**src/rtl/sc_serialtx.sv**
```systemverilog
// sc_serialtx: parallel-to-serial frame transmitter.
// A frame is one start bit (0), DATAWIDTH data bits sent LSB first, and one
// stop bit (1). Each bit lasts BITPERIOD clocks. busy is high for the whole
// frame. done is low for the single cycle after the stop bit ends.
//
// state   | meaning
// --------+------------------------------------------------------------
// IDLE    | line high; accept a frame when send_InLow is sampled low
// START   | drive the start bit (0) for one bit period
// DATA    | shift the captured word out, LSB first, one bit per period
// STOP    | drive the stop bit (1); at its end pulse done and return
module sc_serialtx #(
    parameter int DATAWIDTH = 8,
    parameter int BITPERIOD = 434
) (
    input  logic                 SC_SERIALTX_CLOCK_50,
    input  logic                 SC_SERIALTX_RESET_InLow,
    input  logic [DATAWIDTH-1:0] SC_SERIALTX_data_InBUS,
    input  logic                 SC_SERIALTX_send_InLow,
    output logic                 SC_SERIALTX_serial_Out,
    output logic                 SC_SERIALTX_busy_Out,
    output logic                 SC_SERIALTX_done_OutLow
);

    localparam int CW = (BITPERIOD > 1) ? $clog2(BITPERIOD) : 1;
    localparam int BW = $clog2(DATAWIDTH + 1);
    localparam logic [CW-1:0] CNT_LAST = CW'(BITPERIOD - 1);
    localparam logic [BW-1:0] BIT_LAST = BW'(DATAWIDTH - 1);

    typedef enum logic [1:0] {
        ST_IDLE,
        ST_START,
        ST_DATA,
        ST_STOP
    } state_t;

    state_t               state_q, state_d;
    logic [DATAWIDTH-1:0] shift_q, shift_d;
    logic [CW-1:0]        cnt_q, cnt_d;
    logic [BW-1:0]        bitcnt_q, bitcnt_d;
    logic                 serial_q, serial_d;
    logic                 busy_q, busy_d;
    logic                 done_q, done_d;

    logic                 wrap;
    logic [DATAWIDTH-1:0] shift_nx;

    assign wrap     = (cnt_q == CNT_LAST);
    assign shift_nx = shift_q >> 1;

    assign SC_SERIALTX_serial_Out  = serial_q;
    assign SC_SERIALTX_busy_Out    = busy_q;
    assign SC_SERIALTX_done_OutLow = done_q;

    // Next-state and registered-output logic; outputs are the next value of
    // the line so the line changes on the same edge as the state.
    always_comb begin
        state_d  = state_q;
        shift_d  = shift_q;
        cnt_d    = cnt_q;
        bitcnt_d = bitcnt_q;
        serial_d = serial_q;
        busy_d   = busy_q;
        done_d   = 1'b1;

        if (state_q != ST_IDLE) begin
            cnt_d = wrap ? '0 : cnt_q + CW'(1);
        end

        case (state_q)
            ST_IDLE: begin
                serial_d = 1'b1;
                busy_d   = 1'b0;
                cnt_d    = '0;
                if (!SC_SERIALTX_send_InLow) begin
                    shift_d  = SC_SERIALTX_data_InBUS;
                    bitcnt_d = '0;
                    serial_d = 1'b0;
                    busy_d   = 1'b1;
                    state_d  = ST_START;
                end
            end
            ST_START: begin
                if (wrap) begin
                    serial_d = shift_q[0];
                    state_d  = ST_DATA;
                end
            end
            ST_DATA: begin
                if (wrap) begin
                    shift_d  = shift_nx;
                    bitcnt_d = bitcnt_q + BW'(1);
                    if (bitcnt_q == BIT_LAST) begin
                        serial_d = 1'b1;
                        state_d  = ST_STOP;
                    end else begin
                        serial_d = shift_nx[0];
                    end
                end
            end
            ST_STOP: begin
                if (wrap) begin
                    serial_d = 1'b1;
                    busy_d   = 1'b0;
                    done_d   = 1'b0;
                    state_d  = ST_IDLE;
                end
            end
            default: begin
                serial_d = 1'b1;
                busy_d   = 1'b0;
                state_d  = ST_IDLE;
            end
        endcase
    end

    // State and datapath registers; reset aborts any frame immediately.
    always_ff @(posedge SC_SERIALTX_CLOCK_50 or negedge SC_SERIALTX_RESET_InLow) begin
        if (!SC_SERIALTX_RESET_InLow) begin
            state_q  <= ST_IDLE;
            shift_q  <= '0;
            cnt_q    <= '0;
            bitcnt_q <= '0;
            serial_q <= 1'b1;
            busy_q   <= 1'b0;
            done_q   <= 1'b1;
        end else begin
            state_q  <= state_d;
            shift_q  <= shift_d;
            cnt_q    <= cnt_d;
            bitcnt_q <= bitcnt_d;
            serial_q <= serial_d;
            busy_q   <= busy_d;
            done_q   <= done_d;
        end
    end

endmodule

```
**config.mk**
```make
export PLATFORM = sky130hd
export DESIGN_NAME = sc_serialtx
export DESIGN_NICKNAME = d
export VERILOG_FILES = /design/src/rtl/sc_serialtx.sv
export SDC_FILE = /design/constraint.sdc
export NUM_CORES = 1
export LEC_CHECK = 0
export CAP_MARGIN = 10
export CORE_ASPECT_RATIO = 0.7
export CORE_MARGIN = 3
export CORE_UTILIZATION = 50
export DETAILED_ROUTE_END_ITERATION = 8
export PLACE_DENSITY = 0.77
export SYNTH_ARGS = -nofsm -noshare
export SYNTH_HDL_FRONTEND = slang
export SYNTH_SLANG_ARGS = --single-unit
```
**constraint.sdc**
```tcl
create_clock -name SC_SERIALTX_CLOCK_50 -period 1.6 [get_ports SC_SERIALTX_CLOCK_50]
set_input_delay 0.24 -clock SC_SERIALTX_CLOCK_50 [delete_from_list [all_inputs] [get_ports SC_SERIALTX_CLOCK_50]]
set_output_delay 0.24 -clock SC_SERIALTX_CLOCK_50 [all_outputs]
set_load 0.05 [all_outputs]
```
==> flow_summary_export.csv, run 1 <==
group,metric,value,unit
run_status,status,"finished, violations left",
run_status,violations,"negative setup slack",
sta,post-route-period-util,101.1,%
floorplan,core-area,2552,µm²
sta,hold_viol_final,0,
clocking,cts_made_buffers,3,
floorplan,dieArea,3459,µm²
clocking,htree_num_levels,1,
synthesis,yosysSeqAreaShare,46.98,%
sta,skew,4.132,ps
sta,tightestPinTransition,339.4,ps
worst_setup_path,endpoint_kind,"register",
synthesis,syn_inst,135,
worst_setup_path,rrSetupSlack,-20,ps
worst_setup_path,cpMaxStageDelayCell,"dfrtp_2",
global_route,antenna_found_initial,0,
flow_run,max_cap_violations,0,
worst_setup_path,critPathKind,"register to register",
sta,finalSetupViolCount,1,
routing,drt_iter0_drc,109,
global_route,gr-usage-all-layers,19.24,%
global_route,grt_pass1_vias,1101,
floorplan,initial_core_util,54.46,%
sta,slew-limit-headroom,77.37,%
synthesis,synth_area,1390,µm²
sta,tns,-18.11,ps
synthesis,async_flop_share,100.0,%
routing,drt-pass1-iter-count,4,
synthesis,syn-num-nets,153,
synthesis,yosysTopAreaCell,"dfrtp_1",
global_route,grt_max_degree,27,
sta,max_freq,618.0,MHz
min_path,hp-class,"input port to async pin",
global_route,grt_first_pass_wirelength,5250,µm
synthesis,ys_types,37,
floorplan,fp.dieW,69.02,µm
worst_setup_path,cp_slowest_stage_delay,420,ps
worst_setup_path,worst-path-buf-inv,1,
worst_setup_path,crit_required,1760,ps
clocking,clock_path_buffers,2,
floorplan,io_pins,14,
global_route,overflow,0,
synthesis,yosys-top-cells-area,"dfrtp_1 43%, ha_1 6.3%, o22a_1 4.4%",
sta,whs,325.8,ps
worst_setup_path,worstReg2RegStart,"state_q[1]$_DFFE_PN0P_",
worst_setup_path,crit_path_start_kind,"register",
routing,antenna_left,0,
routing,viasPerCell,5.725,
synthesis,synth-edff-count,0,
finish,fin_cells,200,
finish,diodes,0,
placement,dp_slack,-153.4,ps
synthesis,synth.most_common_cell,"dfrtp_1",
synthesis,synthFlopType,"dfrtp_1",
synthesis,synth_common_cells,"24 x dfrtp_1, 16 x nor2_1, 8 x inv_1",
worst_setup_path,cp_data_arrival_time,1780,ps
synthesis,yosys_warnings,0,
power_and_ir_drop,power_density,1623,nW/µm²
worst_setup_path,path_delay_family,"flip-flops",
clocking,root_buffer,"clkbuf_8",
synthesis,synth_area_per_cell,10.30,µm²
finish,syn_to_final_growth,28.98,%
placement,placement.io_buffers,13,
placement,placedCellCount,193,
sta,fin_ws,-18.11,ps
finish,fin_util,70.25,%
sta,min_period,1618,ps
power_and_ir_drop,leakage,0.7688,nW
worst_setup_path,r2r_end,"state_q[1]$_DFFE_PN0P_",
placement,dp_hpwl,2237,µm
synthesis,synth_top_area_share,43.20,%
sta,rsz0062_at_grt,"true",
finish,nets,186,
clocking,cts_tree,"yes",
synthesis,ys_seq_elements,26,
placement,gp_congestion,0.8527,
worst_setup_path,reg2regPathDepth,6,
routing,finalWirelength,3082,µm
routing,vias,1145,
clocking,worstSkewPairLatency,270,ps
sta,drv_slew,0,
floorplan,dieHeight,50.12,µm
clocking,clock-sinks,26,
routing,wl_per_cell,15.41,µm
finish,nFillCells,199,
finish,drive_above_1_share,29.52,%
worst_setup_path,cp_max_fo,4,
power_and_ir_drop,ir_drop,0.9351,mV
worst_setup_path,crit_chain,"inv_1 > ha_1 > nor3_2 > a21oi_1 > nor2_2 > mux2_2",
routing,drcViolationCount,0,
floorplan,num_rows,15,
clocking,clkTransAtPathRegs,90,ps
==> worst max path at each step <==
stage | start | endpoint | slack (ps) | cells after the start
finish | state_q[1]$_DFFE_PN0P_ | state_q[1]$_DFFE_PN0P_ | -20 | 6
global route | state_q[0]$_DFFE_PN0P_ | state_q[0]$_DFFE_PN0P_ | -70 | 8
CTS | state_q[0]$_DFFE_PN0P_ | shift_q[2]$_DFFE_PN0P_ | -10 | 7
detailed placement | state_q[0]$_DFFE_PN0P_ | state_q[1]$_DFFE_PN0P_ | -150 | 6
global placement | SC_SERIALTX_send_InLow | shift_q[5]$_DFFE_PN0P_ | -30 | 6
floorplan | state_q[0]$_DFFE_PN0P_ | shift_q[0]$_DFFE_PN0P_ | 8 | 7
==> sequential cells by signal, summed over array words and instances, names as in the netlist <==
name                     flops
SC_SERIALTX_busy_Out         1
SC_SERIALTX_done_OutLow      1
SC_SERIALTX_serial_Out       1
bitcnt_q                     4
cnt_q                        9
shift_q                      8
state_q                      2
==> routing by layer <==
metal / global-route usage (%) / part of all wire, %
met3: 4.481 / 5.4
met4: 4.870 / 0.62
met5: 0 / 0
met2: 30.85 / 47
met1: 26.34 / 47
==> area by class of cell <==
type | count | area, µm² | share of cell area (%)
Sequential cell | 26 | 654.4 | 36.50
Multi-Input combinational cell | 96 | 719.4 | 40.13
Timing Repair Buffer | 33 | 305.3 | 17.03
Tap cell | 34 | 42.54 | 2.373
Inverter | 8 | 30.03 | 1.675
Clock buffer | 3 | 41.29 | 2.303
==> report_power, final <==
part           internal (mW)  switching [mW]
registers              0.876           0.152
clock network          0.169           0.198
logic                  0.763           0.752
total                   1.81            1.10
==> cells by family after synthesis <==
| logic type | Yosys count | share of synthesized area, % |
|---|---|---|
| and+or+nand+nor | 47 | 18.18 |
| AOI/OAI and AO/OA | 32 | 16.74 |
| DFF | 26 | 46.98 |
| buffers and inverters | 13 | 5.131 |
| xor gates and xnor gates | 7 | 4.411 |
| adders and majority gates | 7 | 6.300 |
| muxes | 3 | 2.250 |
==> stage by stage <==
step / instance area, µm² / total power, mW
finish: 1793 / 2.910
global route: 1793 / 3.129
CTS: 1730 / 2.775
detailed placement: 1659 / 2.324
global placement: 1659 / 2.242
floorplan: 1390 / 1.856
==> worst reg2reg max path, delay by kind of cell (launching register included) <==
kind | cells | cell delay, ps
muxes | 1 | 340
adders and majority gates | 1 | 220
AOI/OAI and AO/OA | 1 | 80
buffers and inverters | 1 | 80
DFF | 1 | 420
and+or+nand+nor | 2 | 350
==> cells in the final DEF (no fill, tap or decap), types with 3 or more instances in the layout <==
cell              n
dfrtp_1          23
buf_4            19
nor2_1           15
clkdlybuf4s50_1  10
inv_1             7
o22a_1            7
o21a_1            7
xnor2_1           6
nand3_1           5
o21ai_0           5
nand2_1           4
ha_1              4
nand4_1           3
nor3_2            3
a21oi_1           3
clkbuf_8          3
==> timing repair <==
item,4_1_cts,5_1_grt
setup endpoints to repair,11,20
resized for setup,5,13
pin swaps,1,6
hold buffers,0,0
setup buffers,2,2
No activity file was read; power rests on OpenSTA's default activity.
==> run 2: changes to the inputs <==
Settings changed: CORE_MARGIN 3 to 2.
==> run 2 against run 1 <==
Compared with the run above: the run still ends with negative setup slack left; clock skew increased by 0.68 ps; utilization increased by 0.78 points; cell area increased by 1.1%; sequential share of layout area decreased by 0.40 points; sequential cell count unchanged; global-route usage increased by 2.9 points; worst setup slack got worse by 3.8 ps; die area decreased by 6.8%; combinational power increased by 4%; fmax decreased by 0.24%; first-iteration DRC count decreased by 5.5%; largest cell class unchanged; largest power group unchanged.
==> flow_summary_export.csv, run 2 (synthesized netlist as in run 1, its figures left out) <==
group,metric,value,unit
sta,tightestPinTransition,337.2,ps
placement,dp_hpwl,2213,µm
finish,drive_above_1_share,29.59,%
global_route,grt_pass1_vias,1128,
run_status,violations,"negative setup slack",
power_and_ir_drop,p_sw,1.115,mW
worst_setup_path,worstReg2RegStart,"cnt_q[1]$_DFF_PN0_",
routing,dr_wl_met3,133,µm
floorplan,dieHeight,48.12,µm
finish,nets,189,
placement,placement.io_buffers,13,
clocking,ctsHoldBuffers,0,
routing,drt-pass1-iter-count,4,
worst_setup_path,crit_path_start_kind,"register",
floorplan,core-area,2552,µm²
clocking,clock_path_buffers,2,
global_route,grt_max_degree,27,
finish,fin_cells,203,
floorplan,dieArea,3225,µm²
routing,viasPerCell,5.695,
global_route,gr-usage-all-layers,22.17,%
sta,min_period,1622,ps
clocking,cts_made_buffers,3,
power_and_ir_drop,leakage,0.7849,nW
worst_setup_path,endpoint_kind,"register",
sta,finalSetupViolCount,6,
routing,wl_met2,1629,µm
finish,regMostFlops,"cnt_q",
flow_run,max_cap_violations,0,
sta,fin_ws,-21.96,ps
routing,drt_iter0_drc,103,
floorplan,initial_core_util,54.46,%
run_status,status,"finished, violations left",
sta,hold_viol_final,0,
floorplan,io_pins,14,
routing,drcViolationCount,0,
worst_setup_path,reg2regPathDepth,7,
worst_setup_path,critPathKind,"register to register",
clocking,worstSkewPairLatency,270,ps
finish,largest_reg_flops,9,
sta,rsz0062_at_grt,"true",
floorplan,fp.dieW,67.02,µm
routing,highest_layer,"met4",
placement,gp_congestion,0.8423,
power_and_ir_drop,p_int,1.847,mW
global_route,grt_first_pass_wirelength,5209,µm
worst_setup_path,r2r_end,"shift_q[0]$_DFFE_PN0P_",
routing,finalWirelength,3346,µm
power_and_ir_drop,clock_power_share,12.3,%
worst_setup_path,cp_data_arrival_time,1780,ps
power_and_ir_drop,power_frac_seq,34.6,%
clocking,root_buffer,"clkbuf_8",
power_and_ir_drop,ir_drop,0.9447,mV
clocking,clkTransAtPathRegs,90,ps
worst_setup_path,crit_required,1760,ps
worst_setup_path,crit_chain,"inv_1 > ha_1 > and4b_2 > nand4_1 > buf_6 > o22a_1 > o21a_1",
sta,slew-limit-headroom,77.52,%
clocking,cts_tree,"yes",
global_route,overflow,0,
routing,met1_length,1534,µm
routing,vias,1156,
power_and_ir_drop,switching_share,37.63,%
finish,mostFrequentLayoutCells,"23 x dfrtp_1, 23 x buf_4, 15 x nor2_1, 10 x clkdlybuf4s50_1",
worst_setup_path,cp_slowest_stage_delay,390,ps
worst_setup_path,cpMaxStageDelayCell,"dfrtp_1",
clocking,clock-sinks,26,
worst_setup_path,rrSetupSlack,-20,ps
sta,skew,4.813,ps
placement,placedCellCount,195,
floorplan,num_rows,15,
sta,max_freq,616.5,MHz
worst_setup_path,cp_max_fo,6,
min_path,hp-class,"input port to async pin",
routing,antenna_left,0,
finish,top_regs,"cnt_q: 9 flops, shift_q: 8 flops, bitcnt_q: 4 flops",
routing,wl_per_cell,16.48,µm
finish,diodes,0,
power_and_ir_drop,pwr-share-comb,53.0,%
clocking,htree_num_levels,1,
sta,drv_slew,0,
power_and_ir_drop,power_density,1634,nW/µm²
global_route,antenna_found_initial,0,
finish,fin_util,71.03,%
finish,syn_to_final_growth,30.42,%
sta,post-route-period-util,101.4,%
==> run 2: cell count changes in the layout (fill, tap and decap cells not counted), sizes merged <==
| cell | delta |
|---|---|
| buf | +3 |
==> run 2: final cells by class <==
| class | count | area [µm²] |
|---|---|---|
| fill | 189 | 739.5 |
| timing repair buffer | 36 | 324.1 |
| tap | 34 | 42.54 |
| inverter | 8 | 30.03 |
| multi-input combinational | 96 | 720.7 |
| clock buffer | 3 | 41.29 |
| sequential | 26 | 654.4 |
==> run 2: worst max-delay path by stage <==
stage / startpoint / to / slack [ps] / cells past startpoint
after floorplan: state_q[0]$_DFFE_PN0P_ / shift_q[0]$_DFFE_PN0P_ / 8 / 7
after global placement: state_q[0]$_DFFE_PN0P_ / state_q[1]$_DFFE_PN0P_ / -70 / 6
after detailed placement: SC_SERIALTX_send_InLow / state_q[1]$_DFFE_PN0P_ / -100 / 5
after CTS: cnt_q[1]$_DFF_PN0_ / shift_q[3]$_DFFE_PN0P_ / -20 / 7
after global routing: cnt_q[1]$_DFF_PN0_ / shift_q[0]$_DFFE_PN0P_ / -90 / 7
final: cnt_q[1]$_DFF_PN0_ / shift_q[0]$_DFFE_PN0P_ / -20 / 7
==> run 2: power groups by stage <==
| stage | logic (mW) | registers [mW] | clock network, mW |
|---|---|---|---|
| after floorplan | 0.760 | 1.10 | 0 |
| after global placement | 1.25 | 1.01 | 0 |
| after detailed placement | 1.29 | 1.02 | 0 |
| after CTS | 1.40 | 1.01 | 0.376 |
| after global routing | 1.71 | 1.05 | 0.414 |
| final | 1.57 | 1.03 | 0.365 |
==> run 2: critical path: cells and delay by family, from the launching register on <==
kind | cells | cell delay, ps
and+or+nand+nor | 2 | 450
DFF | 1 | 390
AOI/OAI and AO/OA | 2 | 290
buffers and inverters | 2 | 250
adders and majority gates | 1 | 140
==> run 2: what timing repair did <==
action / 4_1_cts / 5_1_grt
setup endpoints to repair: 10 / 20
resized for setup: 6 / 12
endpoints found under the hold margin: 0 / 0
setup buffers: 4 / 1
pin swaps: 5 / 4
==> run 2: through the flow <==
| stage | hold WS (ps) | setup TNS [ps] | power [mW] | setup WS [ps] | cell area, µm² |
|---|---|---|---|---|---|
| after floorplan | -55.59 | 0 | 1.856 | 8.358 | 1390 |
| after global placement | 473.6 | -148.7 | 2.264 | -68.18 | 1674 |
| after detailed placement | 482.6 | -672.5 | 2.312 | -104.8 | 1674 |
| after CTS | 342.2 | -74.83 | 2.790 | -17.09 | 1768 |
| after global routing | 344.6 | -789.1 | 3.170 | -87.08 | 1813 |
| final | 335.0 | -52.09 | 2.962 | -21.96 | 1813 |
==> run 2: per-layer routing <==
metal / vias to the layer above / track usage (%)
met5: - / 0
met4: 0 / 5.714
met3: 4 / 6.697
met2: 33 / 36.24
met1: 575 / 29.51
li1: 544 / -
==> run 3: changes to the inputs <==
Settings changed: CORE_UTILIZATION 50 to 45, PLACE_DENSITY 0.77 to 0.68.
Clock period 1.6 ns to 2.09 ns, I/O delays scaled along.
==> run 3 against run 2 <==
Compared with the run above: the flow now finishes without violations; die area grew 10%; clock power grew 12%; clock skew shrank 2.4 ps; global-route usage shrank 5.3 points.
==> flow_summary_export.csv, run 3 (synthesized netlist as in run 1, its figures left out) <==
group,metric,value,unit
run_status,status,"finished, final reports clean",
finish,nets,170,
power_and_ir_drop,p_sw,0.7294,mW
worst_setup_path,path_delay_family,"buffers and inverters",
clocking,cts_resized,0,
finish,diodes,0,
worst_setup_path,crit_required,1780,ps
routing,wl_per_cell,13.97,µm
worst_setup_path,critPathKind,"register to output port",
routing,vias,1046,
placement,dp_hpwl,1987,µm
power_and_ir_drop,power_frac_seq,39.5,%
sta,tightestPinTransition,505.3,ps
finish,mostFrequentLayoutCells,"24 x dfrtp_1, 16 x nor2_1, 13 x clkdlybuf4s50_1, 8 x inv_1",
flow_run,max_cap_violations,0,
sta,rsz0062_at_grt,"false",
routing,drt-pass1-iter-count,4,
sta,finalSetupViolCount,0,
worst_setup_path,reg2regPathDepth,6,
finish,final_common_cell,"dfrtp_1",
global_route,gr-usage-all-layers,16.88,%
clocking,cts_setup_buffers,0,
placement,place_area,1554,µm²
clocking,root_buffer,"clkbuf_8",
global_route,grt_first_pass_wirelength,4781,µm
clocking,cts_tree,"yes",
power_and_ir_drop,clock_power_share,20.1,%
worst_setup_path,worstReg2RegStart,"cnt_q[1]$_DFF_PN0_",
worst_setup_path,cpMaxStageDelayCell,"clkdlybuf4s50_1",
routing,viasPerCell,5.594,
finish,top_regs,"cnt_q: 9 flops, shift_q: 8 flops, bitcnt_q: 4 flops",
sta,drv_slew,0,
floorplan,num_rows,16,
routing,finalWirelength,2612,µm
finish,seqCellArea,653.1,µm²
sta,skew,2.434,ps
worst_setup_path,rrSetupSlack,320,ps
clocking,htree_num_levels,1,
min_path,hp-class,"input port to async pin",
worst_setup_path,cp_max_fo,2,
power_and_ir_drop,pwr-share-comb,40.3,%
worst_setup_path,endpoint_kind,"output port",
floorplan,io_pins,14,
floorplan,fp.dieW,70.43,µm
floorplan,initial_core_util,48.56,%
finish,nFillCells,254,
sta,slew-limit-headroom,66.21,%
power_and_ir_drop,power_density,1248,nW/µm²
floorplan,dieHeight,50.50,µm
sta,tns,0,ps
sta,hold_viol_final,0,
worst_setup_path,r2r_end,"shift_q[1]$_DFFE_PN0P_",
sta,post-route-period-util,91.62,%
clocking,cts_made_buffers,3,
floorplan,dieArea,3557,µm²
clocking,clock_path_buffers,2,
clocking,ctsHoldBuffers,0,
clocking,clkTransAtPathRegs,90,ps
finish,multi_input_area,665.6,µm²
routing,drcViolationCount,0,
worst_setup_path,crit_chain,"clkdlybuf4s50_1",
global_route,grt_pass1_vias,1049,
routing,antenna_left,0,
finish,stdcell_area,1625,µm²
global_route,overflow,0,
power_and_ir_drop,ir_drop,0.6449,mV
placement,gp_congestion,0.8344,
placement,placement.io_buffers,13,
worst_setup_path,cp_data_arrival_time,1600,ps
sta,max_freq,522.2,MHz
finish,largest_reg_flops,9,
clocking,worstSkewPairLatency,270,ps
finish,fin_util,56.77,%
clocking,clock-sinks,26,
sta,min_period,1915,ps
routing,drt_iter0_drc,48,
finish,drive_above_1_share,10.60,%
global_route,antenna_found_initial,0,
worst_setup_path,crit_path_start_kind,"register",
global_route,grt_max_degree,27,
finish,regMostFlops,"cnt_q",
power_and_ir_drop,switching_share,35.97,%
power_and_ir_drop,leakage,0.6889,nW
worst_setup_path,worst-path-buf-inv,1,
floorplan,core-area,2863,µm²
worst_setup_path,cp_slowest_stage_delay,790,ps
finish,syn_to_final_growth,16.92,%
power_and_ir_drop,p_int,1.299,mW
## run 3: per-stage QoR
stage                     setup WS (ps)  power (mW)  instances  hold WS [ps]
final                             175.1       2.028        187         405.1
after global routing              132.9       2.189        187         438.8
after CTS                         160.8       2.042        187         417.2
after detailed placement          138.2       1.627        183         484.0
after global placement            202.7       1.589        183         476.0
after floorplan                   498.4       1.421        135         17.91
## run 3: worst max-delay path by stage
| stage | startpoint | to | slack [ps] | cells after the start |
|---|---|---|---|---|
| after floorplan | state_q[0]$_DFFE_PN0P_ | shift_q[0]$_DFFE_PN0P_ | 500 | 7 |
| after global placement | SC_SERIALTX_send_InLow | shift_q[2]$_DFFE_PN0P_ | 200 | 5 |
| after detailed placement | SC_SERIALTX_send_InLow | shift_q[1]$_DFFE_PN0P_ | 140 | 5 |
| after CTS | SC_SERIALTX_serial_Out$_DFFE_PN1P_ | SC_SERIALTX_serial_Out | 160 | 1 |
| after global routing | SC_SERIALTX_serial_Out$_DFFE_PN1P_ | SC_SERIALTX_serial_Out | 130 | 1 |
| final | SC_SERIALTX_serial_Out$_DFFE_PN1P_ | SC_SERIALTX_serial_Out | 180 | 1 |
## run 3: power by group through the flow
stage | Sequential, mW | Clock (mW) | Combinational (mW)
after CTS | 0.801 | 0.420 | 0.821
after detailed placement | 0.810 | 0 | 0.817
after global placement | 0.803 | 0 | 0.785
after global routing | 0.828 | 0.441 | 0.920
final | 0.802 | 0.408 | 0.818
after floorplan | 0.839 | 0 | 0.582
## run 3: cell type report
class | instances | area share, %
clock buffers | 3 | 2.540
repair buffers | 17 | 9.854
multi-input cells | 96 | 40.95
clock inverters | 1 | 1.848
well taps | 36 | 2.771
flip-flops and latches | 26 | 40.18
inverters | 8 | 1.848
## run 3: layer usage
metal	part of all wire, %	vias up	GRT usage (%)	wire length [µm]
li1	-	510	-	-
met1	49	511	22.99	1288
met2	45	23	27.36	1183
met3	5.2	2	5.422	136
met4	0.15	0	1.923	4
met5	0	-	0	0
